--- config.mk ---
export PLATFORM = sky130hd
export DESIGN_NAME = timer_scheduler
export DESIGN_NICKNAME = d
export VERILOG_FILES = /design/src/rtl/timer_scheduler_pkg.sv /design/src/rtl/rr_arbiter.sv /design/src/rtl/timer_scheduler.sv
export SDC_FILE = /design/constraint.sdc
export NUM_CORES = 1
export LEC_CHECK = 0
export ABC_CLOCK_PERIOD_IN_PS = 1700
export BUFFER_PORTS_ARGS = -buffer_cell sky130_fd_sc_hd__buf_2
export CAP_MARGIN = 20
export CORE_MARGIN = 4
export CORE_UTILIZATION = 45
export DETAILED_ROUTE_END_ITERATION = 10
export HOLD_SLACK_MARGIN = 0.12
export PLACE_DENSITY = 0.85
export SLEW_MARGIN = 20
export SYNTH_ARGS = -nofsm -noshare
export SYNTH_HDL_FRONTEND = slang
export SYNTH_SLANG_ARGS = --single-unit
--- constraint.sdc ---
create_clock -name clk -period 1.7 [get_ports clk]
set_clock_uncertainty 0.15 [all_clocks]
set_input_delay 0.17 -clock clk [delete_from_list [all_inputs] [get_ports clk]]
set_output_delay 0.17 -clock clk [all_outputs]
set_load 0.01 [all_outputs]
--- src/rtl/timer_scheduler_pkg.sv ---
// Shared types and limits for the timer_scheduler cluster.
package timer_scheduler_pkg;

    typedef enum logic [1:0] {
        IDLE,
        RUN,
        DONE
    } sched_state_t;

    localparam int CW_DEFAULT = 16;
    localparam int N_REQ_MAX  = 8;

endpackage

--- src/rtl/rr_arbiter.sv ---
// Combinational round-robin pick: first set request at or above ptr, wrapping
// modulo N_REQ. Reusable by any shared-resource block.
module rr_arbiter #(
    parameter int N_REQ = 4
) (
    input  logic [N_REQ-1:0]         req,
    input  logic [$clog2(N_REQ)-1:0] ptr,
    output logic [$clog2(N_REQ)-1:0] sel,
    output logic                     valid
);

    localparam int PW = $clog2(N_REQ);

    // NOTE: every always_comb output gets a default first so no latch is inferred.
    always_comb begin
        sel   = '0;
        valid = 1'b0;
        // Walk from the farthest offset down so the nearest hit is written last.
        for (int i = N_REQ - 1; i >= 0; i--) begin
            if (req[(int'(ptr) + i) % N_REQ]) begin
                sel   = PW'((int'(ptr) + i) % N_REQ);
                valid = 1'b1;
            end
        end
    end

endmodule

--- src/rtl/timer_scheduler.sv ---
// One shared up-counting delay timer, granted round-robin to N_REQ requesters,
// returning a single-cycle done pulse to the granted requester on expiry.
module timer_scheduler
    import timer_scheduler_pkg::*;
#(
    parameter int N_REQ = 4,
    parameter int CW    = CW_DEFAULT
) (
    input  logic                clk,
    input  logic                rst,
    input  logic [N_REQ-1:0]    req,
    input  logic [N_REQ*CW-1:0] delay,
    input  logic                abort,
    output logic [N_REQ-1:0]    gnt,
    output logic [N_REQ-1:0]    done,
    output logic                busy,
    output logic [CW-1:0]       count
);

    localparam int PW = $clog2(N_REQ);

    if (N_REQ < 2 || N_REQ > N_REQ_MAX) begin : g_bad_n_req
        $error("timer_scheduler: N_REQ must be in 2..N_REQ_MAX");
    end

    sched_state_t   state, state_n;
    logic [PW-1:0]  ptr, ptr_n;
    logic [PW-1:0]  sel_q, sel_n;
    logic [PW-1:0]  sel_after;
    logic [PW-1:0]  arb_sel;
    logic           arb_valid;
    logic [CW-1:0]  trig, trig_n;
    logic [CW-1:0]  count_n;
    logic [N_REQ-1:0] gnt_n, done_n;
    logic           busy_n;

    rr_arbiter #(
        .N_REQ(N_REQ)
    ) u_arb (
        .req  (req),
        .ptr  (ptr),
        .sel  (arb_sel),
        .valid(arb_valid)
    );

    // Pointer moves past the served requester once its service ends.
    assign sel_after = (sel_q == PW'(N_REQ - 1)) ? '0 : sel_q + PW'(1);

    always_comb begin
        state_n = state;
        ptr_n   = ptr;
        sel_n   = sel_q;
        trig_n  = trig;
        gnt_n   = gnt;
        done_n  = '0;
        count_n = count;
        unique case (state)
            IDLE: begin
                if (arb_valid) begin
                    state_n = RUN;
                    sel_n   = arb_sel;
                    trig_n  = delay[int'(arb_sel)*CW +: CW];
                    gnt_n   = N_REQ'(1) << arb_sel;
                    count_n = '0;
                end
            end
            RUN: begin
                if (abort) begin
                    state_n = IDLE;
                    gnt_n   = '0;
                    count_n = '0;
                    ptr_n   = sel_after;
                end else if (count == trig) begin
                    state_n = DONE;
                    done_n  = gnt;
                    count_n = '0;
                end else begin
                    count_n = count + CW'(1);
                end
            end
            DONE: begin
                state_n = IDLE;
                gnt_n   = '0;
                ptr_n   = sel_after;
            end
            default: begin
                state_n = IDLE;
                gnt_n   = '0;
                count_n = '0;
            end
        endcase
        busy_n = (state_n != IDLE);
    end

    // NOTE: sequential state uses non-blocking assignments so all flops update together.
    always_ff @(posedge clk) begin
        if (rst) begin
            state <= IDLE;
            ptr   <= '0;
            sel_q <= '0;
            trig  <= '0;
            gnt   <= '0;
            done  <= '0;
            busy  <= 1'b0;
            count <= '0;
        end else begin
            state <= state_n;
            ptr   <= ptr_n;
            sel_q <= sel_n;
            trig  <= trig_n;
            gnt   <= gnt_n;
            done  <= done_n;
            busy  <= busy_n;
            count <= count_n;
        end
    end

endmodule

# Yosys cells after proc, flatten, opt, wreduce, memory -nomap -nowiden
# Cells that the tools add are included.
# word_totals
out_inout_bits,25
in_bits,71
latchBits,0
ff_bits,47
elab_cells,75
romBits,0
ramBits,0
memories,0
# classes
n_div,0
multipliers,0
shifts,2
eq_ne,6
bitwise_logic,6
n_mux,33
reduce_logical,11
order_cmp,4
addsub,5
# op_table
op,count
$shiftx 64x7->16,1
$mux 16,3
$pmux 16 s3,1
$mux 2,9
$add 16x1->16 const B,1
$eq 16x16->1,1
$lt 3x4->1 const B,3
$mux 1,11
$bmux 1 s2,4
$mux 4,2
$pmux 2 s2,2
$pmux 4 s2,1
$reduce_and 2->1,4
$reduce_or 2->1,3
$add 2x1->2 const B,2
$add 2x2->2 const B,2
$eq 2x2->1 const B,2
$ne 2x2->1 const B,2
$reduce_bool 2->1,2
$reduce_or 4->1,1
$shl 1x2->4 const A,1
$and 1x1->1 const A,3
$lt 2x3->1 const B,1
$not 1->1,3
other kinds (2),2

# Longest topological paths before layout
# depth
word_depth,13
mapped_depth,7
ltp_nobuf,6

# By module
# Synthesis repeated with hierarchy kept, for this count alone.
# hier_totals
cells_unflattened,256
area_unflattened_um2,2474.9
# by_module_without_submodules
module,seq_area_each_um2,area_each_um2,instances,cells_each
timer_scheduler,940.9,2397.3,1,243
rr_arbiter,0.0,77.6,1,13

# Least setup slack after synthesis
# OpenSTA, ideal clock, no wires.
# synth_path
kind,reg-to-reg
from,reg count[2]
to,reg count[13]
path_slack_ns,-0.147
path_buffers,2
synth_period_minus_slack_ns,1.847
stages_incl_launch_ff,8
required_ns,1.435
setup_time_ns,0.115
arrival_ns,1.582
cell_sequence,dfxtp_1 > buf_2 > xor2_1 > nor4_1 > nand4_1 > a21oi_2 > buf_4 > nor2_1
# synth_between
elab_chain_cells,4
word_cells_on_any_way,5
# synth_lines
element,line_no,text
"start, declared",timer_scheduler.sv:17,output logic [CW-1:0] count
"start signal, assigned",timer_scheduler.sv:114,count <= count_n;
$add 16x1->16 or $eq 16x16->1 (tied branches),"timer_scheduler.sv:78, timer_scheduler.sv:73",
$mux 16 *,timer_scheduler.sv:73,end else if (count == trig) begin
$mux 16 *,timer_scheduler.sv:68,if (abort) begin
$pmux 16 s3 *,timer_scheduler.sv:57,unique case (state)
# Every way passes the cells marked *; elsewhere a longest branch is shown, timed or not.
# A chain may end at the register's enable or synchronous reset.

# Worst setup path after layout
# layout_path
from,reg ptr[1]
to,reg trig[5]
# layout_between
elab_chain_cells,9
word_cells_on_any_way,24
# layout_lines
element,line_no,text
"start, declared",timer_scheduler.sv:27,"logic [PW-1:0] ptr, ptr_n;"
"start signal, assigned",timer_scheduler.sv:108,ptr <= ptr_n;
$add 2x2->2,"rr_arbiter.sv:20, rr_arbiter.sv:21",
$bmux 1 s2,rr_arbiter.sv:20,if (req[(int'(ptr) + i) % N_REQ]) begin
$mux 1 (implied by the code) (2 in a row),rr_arbiter.sv:20,
$mux 2 or $mux 1 (tied branches) (4 in a row),rr_arbiter.sv:20,
$shiftx 64x7->16 or $reduce_and 2->1 (tied branches),--,
"end signal, assigned",timer_scheduler.sv:110,trig <= trig_n;
"end, declared",timer_scheduler.sv:32,"logic [CW-1:0] trig, trig_n;"
# Several ways; a longest one is shown, not always the timed one. The select of a mux whose other input is x is not followed.

==> run metrics <==
status=complete, but fails checks; failing checks=setup timing; Buffers & Inverters on Critical Path=2; PnR worst setup slack=-0.2796 ns; Worst Setup SP=ptr[1]; GRT overflow=0; Critical Path AT=2.02 ns; Peak Freq=0.5052 GHz; detail-routed via count per cell=5.868; Max-slew headroom=0.7155; Post-Syn Nets=339; kind of critical path=register to register; CTS tree=built; CP Launch Type=register; first-pass GRT wire length=15990 um; CORE AREA=0.005608 mm2; First DRT Iteration DRCs=289; antenna fix cells=0; Worst Path Required=1.74 ns; Starting Density=0.4717; Pre-antenna DRT Iters=5; RSZ-0062 raised after global routing=true; Post-Synthesis Mean Instance Area=9.944 um2; Port Buffers=95; layout cells sized above 1=0.4956; Crit path max-delay family=multiplexers; Layout Cell Area excl Fill=0.004521 mm2; Seq/Total Area, Yosys=0.3557; CTS Root Cell=clkbuf_8; GPL Wtd Cong=0.8576; final setup fails=43; endpoints failing hold=0; worst-path fanout max=8; Clock transition at path regs=0.09 ns; Cells after Synth=266; final HPWL from detailed placement=5513 um; initial antenna violation count=0; DR DRC count=0; most common cell after layout, fill and taps aside=buf_2; clk_lat worst skew=0.31 ns; Hold WC Path Type=input pin to register; Total Nets Final=524; Hold Path Origin=delay[27]; minimum clock period=1.980 ns; measured slew at the worst slew-check pin=0.4239 ns; number of synthesized register bits=47; vias in the first global route=3101; worst reg2reg path startpoint=ptr[1]; pin count of the biggest net entering global routing=21; YS warnings=0; crit share post-route=1.164; max-cap violation count=0; filler cell count=307; Max IR drop VDD=0.4883 mV; pwr dens=655.9 mW/mm2; Via Count=3075; clk sinks=47; CP max-delay cell=dfxtp_2; Num CTS Buffers=5; most frequent cells in the layout=buf_2, dlygate4sd3_1, dfxtp_1; DP Area=0.003445 mm2; IO Pins=96; LEAKAGE=0.001999 uW; Worst setup EP type=register; CP cell instances=mux2_4, a221oi_4, buf_6, buf_12, mux2i_4, a221oi_2; per-cell routed wire length=21.63 um; Max stage delay on crit path=0.35 ns; antenna-violating nets left=0; Die Span Y=84.67 um; clock buffer depth=2; die area=0.007168 mm2; Mapped Area=0.002645 mm2; count of different cell masters after synthesis=38; Cell Rows=27; area delta synth->final=70.91%; Slew Limit Fails=0; CTS HTree Levels=2; Die Wd=84.67 um; GRT Overall Usage=0.2834; routed wire length=11340 um; Hold WS=0.09972 ns
flip-flops by register name (all words and copies together), names as in the netlist:
name and cells:
busy 1, trig 16, state 2, done 4, gnt 4, ptr 2
count 16, sel_q 2
through the flow:
step             util  setup WS (ns)  instances  power [uW]  TNS (ns)
4_1_cts        0.7584        -0.1524        521        2747    -2.745
3_3_place_gp   0.6142        -0.1810        453        1826    -1.997
5_1_grt        0.8061        -0.3179        524        3050    -9.417
6_report       0.8061        -0.2796        524        2965    -5.911
2_1_floorplan       -       -0.06126        266        1633   -0.8592
3_5_place_dp   0.6142        -0.1931        453        1845    -4.627
tightest hold or removal path, delay by kind of cell:
kind                   cells  cell delay [ns]
AO/OA/AOI/OAI              1             0.08
buffers and inverters      1             0.11
multiplexers               1             0.16
power breakdown:
part,leakage (uW),switching [uW],internal [uW],total [uW]
clock network,0.0000515,389,372,762
logic,0.00156,456,518,974
registers,0.000392,62.7,1170,1230
total,0.00200,908,2060,2960
path summary, 6_finish.rpt:
path / slack, ns / to / cells past startpoint
hold / removal: 0.1 / trig[11] / 3
hold reg to reg: 0.33 / gnt[0] / 2
setup reg to reg: -0.28 / trig[5] / 6
setup / recovery: -0.28 / trig[5] / 6
Yosys cell counts (all sizes together):
cell type   n  area, um2
xnor2       2      17.52
nor3        4      20.02
nor2       23      86.33
inv         4      15.01
nor2b       2      12.51
nand3       4      20.02
mux2i      34      340.3
ha          2      25.02
clkbuf      6      22.52
nor3b       1      7.510
xor2       28      245.2
a21oi      10      65.07
a221o       1      10.01
o21ai       2      10.00
nor4        6      50.04
and3        4      25.02
o21bai     17      127.6
mux2        2      26.27
nand4      11      68.82
dfxtp      47      940.9
buf        10      98.83
a211oi      1      7.510
a32oi       2      17.52
a221oi     17      255.2
nand2b      4      25.02
and2        5      31.28
nand2      14      52.55
nor4b       1      8.760
or3         2      12.51
area by class of cell:
class / count / area, um2 / share of cell area
multi-input cells: 199 / 1861 / 0.4116
repair buffers: 194 / 1493 / 0.3302
flip-flops and latches: 47 / 962.2 / 0.2128
clock buffers: 8 / 100.1 / 0.02214
well taps: 72 / 90.09 / 0.01993
inverters: 4 / 15.01 / 0.003321
logic make-up (layout without fill, tap and decap cells):
group                    Yosys count  count (layout)  share of synthesized area
AND/OR/NAND/NOR                   81              81                     0.1589
AO/OA/AOI/OAI                     50              50                     0.1864
flip-flops                        47              47                     0.3557
multiplexers                      36              36                     0.1386
XOR/XNOR                          30              30                    0.09934
buffers and inverters             20             206                    0.05155
adder cells (fa/ha/maj)            2               2                   0.009459
routing by layer:
metal / wire length (um) / GRT usage / vias to the layer above
met2: 5785 / 0.5139 / 196
met3: 806 / 0.05888 / 70
met1: 4079 / 0.3148 / 1468
met4: 664 / 0.1295 / 0
met5: 0 / 0 / -
li1: - / - / 1341
what timing repair did:
action,4_1_cts,5_1_grt
pin swaps,8,11
endpoints found under the hold margin,17,1
cloned,2,1
endpoints found under the setup margin,37,44
setup buffers,3,1
hold buffers,55,1
gates resized for setup,21,46
Power figures use the tool's default switching activity.
